`src/rtl/mdu_hilo_unit.sv`:
```
// mdu_hilo_unit: multi-cycle multiply/divide unit that owns the HI/LO registers.
//
// Multiplies run through a MUL_LAT-deep product pipeline. Divides use a radix-2
// restoring divider, followed by one sign-fix cycle. Accumulating ops read HI/LO
// in their writeback cycle. MTHI/MTLO can write HI/LO in any cycle, but an op
// writeback to the same register takes priority.
//
// Ports:
//   clk, resetn        clock (rising edge), asynchronous active-low reset
//   valid_i / ready_o  op request / unit idle; accept = valid_i & ready_o & !flush_i
//   op_i               0 MULT, 1 MULTU, 2 MADD, 3 MADDU, 4 MSUB, 5 MSUBU, 6 DIV, 7 DIVU
//   a_i, b_i           operands, sampled at accept
//   flush_i            abort the in-flight op; no writeback, no done
//   wr_hi_i, wr_lo_i   MTHI/MTLO strobes carrying wdata_i
//   busy_o, done_o     op in flight / one-cycle pulse when an op writes HI/LO
//   hi_o, lo_o         registered HI/LO contents

module mdu_hilo_unit #(
   parameter int unsigned WIDTH   = 32,
   parameter int unsigned MUL_LAT = 2
) (
   input  logic             clk,
   input  logic             resetn,
   input  logic             valid_i,
   output logic             ready_o,
   input  logic [2:0]       op_i,
   input  logic [WIDTH-1:0] a_i,
   input  logic [WIDTH-1:0] b_i,
   input  logic             flush_i,
   input  logic             wr_hi_i,
   input  logic             wr_lo_i,
   input  logic [WIDTH-1:0] wdata_i,
   output logic             busy_o,
   output logic             done_o,
   output logic [WIDTH-1:0] hi_o,
   output logic [WIDTH-1:0] lo_o
);

   localparam int unsigned     CntW    = $clog2(WIDTH + 1);
   localparam logic [CntW-1:0] MulLast = CntW'(MUL_LAT - 1);
   localparam logic [CntW-1:0] DivLast = CntW'(WIDTH - 1);

   typedef enum logic [1:0] {StIdle, StMul, StDiv, StFix} state_e;

   state_e              state_q, state_d;
   logic [CntW-1:0]     cnt_q, cnt_d;
   logic [WIDTH-1:0]    hi_q, hi_d, lo_q, lo_d;

   logic                accept, op_signed, a_neg, b_neg;
   logic [WIDTH-1:0]    a_mag, b_mag;

   logic [1:0]          mode_q;      // op_i[2:1]: 0 plain, 1 add, 2 subtract
   logic                neg_q;       // operand signs differ (product / quotient)
   logic                rem_neg_q;   // dividend was negative
   logic                div0_q;
   logic [WIDTH-1:0]    dividend_q;  // raw dividend, returned as HI on divide by zero
   logic [WIDTH-1:0]    divisor_q, quo_q, rem_q;
   logic [2*WIDTH-1:0]  prod_q [MUL_LAT];

   logic [WIDTH:0]      rem_shift, rem_diff;
   logic [2*WIDTH-1:0]  acc, prod_signed, mul_res;
   logic [WIDTH-1:0]    quo_fix, rem_fix;
   logic                wb_mul, wb_div;

   assign ready_o = (state_q == StIdle);
   assign busy_o  = !ready_o;
   assign done_o  = wb_mul | wb_div;
   assign hi_o    = hi_q;
   assign lo_o    = lo_q;

   assign accept    = valid_i && ready_o && !flush_i;
   // Signed ops are the even encodings.
   assign op_signed = !op_i[0];
   assign a_neg     = op_signed & a_i[WIDTH-1];
   assign b_neg     = op_signed & b_i[WIDTH-1];
   assign a_mag     = a_neg ? -a_i : a_i;
   assign b_mag     = b_neg ? -b_i : b_i;

   // One restoring step. The dividend shifts out of quo_q MSB first while the
   // quotient bits shift into its LSB.
   assign rem_shift = {rem_q, quo_q[WIDTH-1]};
   assign rem_diff  = rem_shift - {1'b0, divisor_q};

   assign acc         = {hi_q, lo_q};
   assign prod_signed = neg_q ? -prod_q[MUL_LAT-1] : prod_q[MUL_LAT-1];
   assign quo_fix     = neg_q ? -quo_q : quo_q;
   assign rem_fix     = rem_neg_q ? -rem_q : rem_q;

   always_comb begin
      mul_res = prod_signed;
      case (mode_q)
         2'd1:    mul_res = acc + prod_signed;
         2'd2:    mul_res = acc - prod_signed;
         default: mul_res = prod_signed;
      endcase
   end

   always_comb begin
      state_d = state_q;
      cnt_d   = cnt_q;
      wb_mul  = 1'b0;
      wb_div  = 1'b0;
      unique case (state_q)
         StIdle: begin
            if (accept) begin
               state_d = (op_i[2] && op_i[1]) ? StDiv : StMul;
               cnt_d   = '0;
            end
         end
         StMul: begin
            if (flush_i) begin
               state_d = StIdle;
               cnt_d   = '0;
            end else if (cnt_q == MulLast) begin
               wb_mul  = 1'b1;
               state_d = StIdle;
               cnt_d   = '0;
            end else begin
               cnt_d = cnt_q + 1'b1;
            end
         end
         StDiv: begin
            if (flush_i) begin
               state_d = StIdle;
               cnt_d   = '0;
            end else if (cnt_q == DivLast) begin
               state_d = StFix;
               cnt_d   = '0;
            end else begin
               cnt_d = cnt_q + 1'b1;
            end
         end
         StFix: begin
            state_d = StIdle;
            cnt_d   = '0;
            wb_div  = !flush_i;
         end
         default: begin
            state_d = StIdle;
            cnt_d   = '0;
         end
      endcase
   end

   // The op writeback is applied last so that it overrides a coincident MTHI/MTLO.
   always_comb begin
      hi_d = hi_q;
      lo_d = lo_q;
      if (wr_hi_i) hi_d = wdata_i;
      if (wr_lo_i) lo_d = wdata_i;
      if (wb_mul) begin
         hi_d = mul_res[2*WIDTH-1:WIDTH];
         lo_d = mul_res[WIDTH-1:0];
      end else if (wb_div) begin
         if (div0_q) begin
            hi_d = dividend_q;
            lo_d = '1;
         end else begin
            hi_d = rem_fix;
            lo_d = quo_fix;
         end
      end
   end

   always_ff @(posedge clk or negedge resetn) begin
      if (!resetn) begin
         state_q <= StIdle;
         cnt_q   <= '0;
         hi_q    <= '0;
         lo_q    <= '0;
      end else begin
         state_q <= state_d;
         cnt_q   <= cnt_d;
         hi_q    <= hi_d;
         lo_q    <= lo_d;
      end
   end

   always_ff @(posedge clk or negedge resetn) begin
      if (!resetn) begin
         mode_q     <= '0;
         neg_q      <= 1'b0;
         rem_neg_q  <= 1'b0;
         div0_q     <= 1'b0;
         dividend_q <= '0;
         divisor_q  <= '0;
         quo_q      <= '0;
         rem_q      <= '0;
         for (int i = 0; i < MUL_LAT; i++) prod_q[i] <= '0;
      end else begin
         if (accept) begin
            mode_q     <= op_i[2:1];
            neg_q      <= a_neg ^ b_neg;
            rem_neg_q  <= a_neg;
            div0_q     <= (b_i == '0);
            dividend_q <= a_i;
            divisor_q  <= b_mag;
            quo_q      <= a_mag;
            rem_q      <= '0;
            prod_q[0]  <= (2*WIDTH)'(a_mag) * (2*WIDTH)'(b_mag);
         end else if (state_q == StDiv) begin
            quo_q <= {quo_q[WIDTH-2:0], !rem_diff[WIDTH]};
            rem_q <= rem_diff[WIDTH] ? rem_shift[WIDTH-1:0] : rem_diff[WIDTH-1:0];
         end
         for (int i = 1; i < MUL_LAT; i++) prod_q[i] <= prod_q[i-1];
      end
   end

endmodule

```
`config.mk`:
```
export PLATFORM = sky130hd
export DESIGN_NAME = mdu_hilo_unit
export DESIGN_NICKNAME = d
export VERILOG_FILES = /design/src/rtl/mdu_hilo_unit.sv
export SDC_FILE = /design/constraint.sdc
export NUM_CORES = 2
export LEC_CHECK = 0
export CAP_MARGIN = 20
export CORE_ASPECT_RATIO = 2
export CORE_UTILIZATION = 55
export CTS_BUF_LIST = sky130_fd_sc_hd__clkbuf_16
export DETAILED_ROUTE_END_ITERATION = 6
export GPL_ROUTABILITY_DRIVEN = 0
export PLACE_DENSITY_LB_ADDON = 0.05
export SETUP_SLACK_MARGIN = 0.5
export SLEW_MARGIN = 5
export SYNTH_ARGS = -nofsm -noshare
export SYNTH_HDL_FRONTEND = slang
export SYNTH_SLANG_ARGS = --single-unit
```
`constraint.sdc`:
```
create_clock -name clk -period 7.74 [get_ports clk]
set_clock_uncertainty 0.05 [all_clocks]
set_input_delay 1.548 -clock clk [delete_from_list [all_inputs] [get_ports clk]]
set_output_delay 1.548 -clock clk [all_outputs]
set_load 0.05 [all_outputs]
```
==> results of run 1 <==
[cells by family after synthesis]
group                    after synthesis  share of synthesized area
AND/OR/NAND/NOR                     2255                     0.1691
buffers and inverters               1376                    0.08959
adder cells (fa/ha/maj)             1268                     0.3900
AO/OA/AOI/OAI                       1170                     0.1260
XOR/XNOR                             428                    0.06468
flip-flops                           333                     0.1438
multiplexers                          95                    0.01675
[per-layer routing]
layer / overflow / GRT usage
met1: 0 / 0.4842
met5: 0 / 0.007463
met2: 5 / 0.7946
met4: 1 / 0.5346
met3: 0 / 0.1932
[synthesized netlist by cell type (7+ instances only)]
cell	count	area (um^2)
buf_2	7	35.03
o21a_1	30	225.2
ha_1	370	4629
o21ai_0	363	1817
nor4_1	38	237.7
xor2_1	201	1760
a41oi_1	12	105.1
or3_1	38	237.7
a21o_1	83	623.1
nor2_1	823	3089
dfrtp_1	333	8333
a211oi_1	30	225.2
nand3_1	56	280.3
mux2_2	16	180.2
nor2b_1	24	150.1
a31oi_1	72	450.4
nor3b_1	14	105.1
nand3b_1	17	127.6
nand4b_1	8	70.07
buf_1	20	75.07
nor3_1	66	330.3
o31a_1	8	70.07
or4_1	24	180.2
xnor2_1	227	1988
mux2i_1	79	790.8
clkbuf_1	343	1287
a21oi_1	294	1471
o221ai_1	32	280.3
o41ai_1	25	219.0
o211ai_1	42	315.3
o21bai_1	28	210.2
nand2_1	934	3506
and2_1	24	150.1
inv_1	1002	3761
fa_1	898	17980
and3_1	34	212.7
o22ai_1	13	81.33
or2_2	26	162.7
o31ai_1	53	397.9
nand4_1	40	250.2
nor4b_1	7	61.31
nand2b_1	54	337.8
[metrics by stage]
stage | cell area, um^2 | util | cells | hold WS [ns] | setup slack, ns
3_3_place_gp | 68260 | 0.6521 | 8968 | 0.3093 | -3.284
3_5_place_dp | 68260 | 0.6521 | 8968 | 0.3083 | -3.382
4_1_cts | 71630 | 0.6842 | 9097 | 0.3258 | -2.097
2_1_floorplan | 58560 | - | 6925 | 0.3035 | -2.391
[repair_timing]
action	4_1_cts
pin swaps	199
buffers inserted	80
resized for setup	456
setup endpoints to repair	58
==> flow_summary.yaml, run 1 <==
status:
  status: "aborted with a tool error"
  haltStage: "global routing"
  error_line: "[ERROR GRT-0116] Global routing finished with congestion. Check the congestion regions in the DRC Viewer."
clocking:
  numCtsBuffers: 27
  cts_buffer_depth: 3
  hold_buffers: 0
  cts_max_level: 1
  cts_sinks: 333
  cts_root_buf: "clkbuf_16"
synth:
  async_flop_share: 1.000
  synth_nets: 8298
  synth_edf_count: 0
  syn_area_um2: 57960
  synth_top_flop_cell: "dfrtp_1"
  synth_cells: 6925
  synth_cell_types: 88
  synth_seq_cells: 333
  synth_sequential_area_ratio: 0.1438
  ys_warn_count: 0
  avgSynthCellArea_um2: 8.370
global_routing:
  grt_max_degree: 182
  grt_usage: 0.5044
  grt_pass1_wl_um: 387100
  grt_overflow_total: 6
  grt_pass1_vias: 60950
placement:
  dpl.hpwl_um: 204600
  port_buffers: 171
floorplan:
  boundaryPins: 172
  die_x_um: 231.5
  start_util: 0.5537
  dieHeight_um: 461.1
  row_count: 168
==> inputs of run 2 (changes only) <==
Settings changed: CORE_ASPECT_RATIO 2 to not set, CORE_UTILIZATION 55 to 40, CTS_BUF_LIST sky130_fd_sc_hd__clkbuf_16 to not set, PLACE_DENSITY_LB_ADDON 0.05 to 0.15, SETUP_SLACK_MARGIN 0.5 to not set.
==> run 2 against run 1 <==
Effect of this change: synthesized cell count did not move; area after synthesis did not move; the flow now finishes, with violations (design-rule violations, negative setup slack).
==> flow_summary.yaml, run 2 <==
synth:
  synth_area_leader_cell: "fa_1"
  netlist.area_leader.share: 0.3102
  synth_nets: 8298
  ys_warn_count: 0
  synth_sequential_area_ratio: 0.1438
  avgSynthCellArea_um2: 8.370
  synth_cells: 6925
  synth_cell_types: 88
  async_flop_share: 1.000
  synthTopCellsByCount: "inv_1, nand2_1, fa_1, nor2_1, ha_1"
  syn_area_um2: 57960
  synth.area.top_cells: "fa_1, dfrtp_1, ha_1, inv_1, nand2_1"
  synth_seq_cells: 333
  yosysMostFrequentCell: "inv_1"
  synth_top_flop_cell: "dfrtp_1"
  synth_edf_count: 0
cells_and_area:
  synthToLayoutAreaGrowth_pct: 26.38
  largest_reg_flops: 128
  nets: 9093
  final_common_cell: "inv_1"
  regArea_um2: 8338
  nFillCells: 13740
  regMostFlops: "prod_q"
  final_cell_mix: "inv_1, nand2_1, fa_1"
  final_area_um2: 73250
  drive_above_1_share: 0.1965
  multi_input_area_um2: 47210
setup_path:
  cp.buffers_inverters: 9
  cp_max_fo: 5
  slowest_delay_ns: 0.61
  required_ns: 8.22
  criticalPathCategory: "in -> reg"
  cp_common_cell: "fa_1"
  cp.arrival_ns: 10.50
  slowest_stage: "fa_1"
  worstSetupEndpointType: "register"
  critPathTopFamily: "adder cells"
  reg2reg_from: "prod_q[7]"
  crit_path_start: "a_i[4]"
  worst_setup_path_start_kind: "input pin"
clocking:
  hold_buffers: 0
  cts_max_level: 2
  cts_tree: "yes"
  cts_root_buf: "clkbuf_16"
  clkTransAtPathRegs_ns: 0.07
  cts_sinks: 333
  numCtsBuffers: 37
  clock_latency_ns: 0.60
  cts_buffer_depth: 3
timing:
  drv_slew: 0
  setup_tns_ns: -83.67
  max_freq_ghz: 0.09985
  hold_viol: 0
  holdWs_ns: 0.3233
  slew_headroom: 0.2977
  setup_ws_ns: -2.275
  setup_violations: 52
  min_period_ns: 10.02
  rsz0062_at_grt: "true"
  post-route-period-util: 1.294
  tightestPinTransition_ns: 1.050
detailed_routing:
  drc: 40
  dr.pass1.iters: 7
  via_per_inst: 5.465
  ant_nets: 0
  drt_wl_total_um: 225600
  num_vias: 52760
  wl_per_cell_um: 23.37
  drt_iter0_drc: 5070
global_routing:
  grt_max_degree: 165
  grt_pass1_vias: 53280
  grt_overflow_total: 0
  grt_pass1_wl_um: 336700
  grt_usage: 0.3054
  grt_antenna_before_repair: 12
floorplan:
  boundaryPins: 172
  row_count: 139
  die_area_um2: 146400
  dieHeight_um: 382.7
  fp.coreArea_um2: 143700
  start_util: 0.4035
  die_x_um: 382.7
worst_hold_path:
  hold_path.class: "reg -> reg"
  min_from: "prod_q[67]"
status:
  status: "finished, violations left"
  failed_checks: "design-rule violations, negative setup slack"
placement:
  port_buffers: 171
  dpl.hpwl_um: 188900
  placed_area_um2: 68590
flow_run:
  max_cap_violations: 0
-- run 2: cell counts after synthesis --
No cell type changed its count.
-- run 2: per-layer routing --
metal	GRT usage	up-vias	routed length, um
li1	-	23790	-
met1	0.4198	26520	95680
met2	0.4802	2072	101800
met3	0.04765	373	17730
met4	0.1234	2	10420
met5	0	-	12
-- run 2: path summary, 6_finish.rpt --
path                          endpoint  slack, ns  depth (start not counted)
max                        prod_q[122]      -2.28                         34
min                          prod_q[3]       0.32                          0
max reg2reg                   hi_o[29]       0.51                         21
min reg2reg                  prod_q[3]       0.32                          0
max in group asynchronous        neg_q       5.46                          2
min in group asynchronous  prod_q[126]       0.90                          1
-- run 2: worst reg2reg max path, cell delays in order (launching register included) --
cell       delay (ns)
dfrtp_1          0.52
nor4_2           0.79
a41oi_1          0.22
a311o_1          0.47
or4_1            0.61
a2111oi_2        0.51
nand4_1          0.41
nor2_1           0.26
a21oi_1          0.11
xnor2_1          0.16
ha_1             0.40
a21o_1           0.22
a31oi_1          0.33
o211ai_1         0.14
a221o_1          0.35
o2bb2ai_1        0.15
a21oi_1          0.28
nand2_1          0.21
a31oi_1          0.41
o31ai_1          0.17
xnor2_1          0.18
o221ai_1         0.13
-- run 2: cells by family (layout without fill, tap and decap cells) --
family,count (synthesis),in the layout,synth area share
flops,333,333,0.1438
xor+xnor,428,428,0.06468
compound gates,1170,1170,0.1260
other cells,0,2,0
mux,95,95,0.01675
buf+inv,1376,2200,0.08959
fa+ha+maj,1268,1268,0.3900
simple gates,2255,2255,0.1691
-- run 2: what timing repair did --
action                     CTS  global route
pin swaps                  192           145
resized for setup          417           200
setup endpoints to repair   54            54
buffers inserted            91            50
-- run 2: layout make-up --
type                    count  area share
diodes                      2  0.00006833
repair buffers           1129      0.1396
flip-flops and latches    333      0.1138
multi-input cells        5216      0.6445
inverters                1003     0.05153
clock inverters            18    0.003570
well taps                1903     0.03251
clock buffers              50     0.01440
-- run 2: metrics by stage --
| stage | setup WS, ns | std cells | util |
|---|---|---|---|
| 5_1_grt | -2.525 | 9654 | 0.5099 |
| 3_5_place_dp | -3.795 | 9455 | 0.4775 |
| 3_3_place_gp | -3.739 | 9455 | 0.4775 |
| 4_1_cts | -2.208 | 9609 | 0.5024 |
| 6_report | -2.275 | 9654 | 0.5099 |
| 2_1_floorplan | -2.391 | 6925 | - |
Power of run 2 is left out: the tool's default activity adds up to more than one toggle a clock period on the data nets, which glitch-free logic cannot reach.
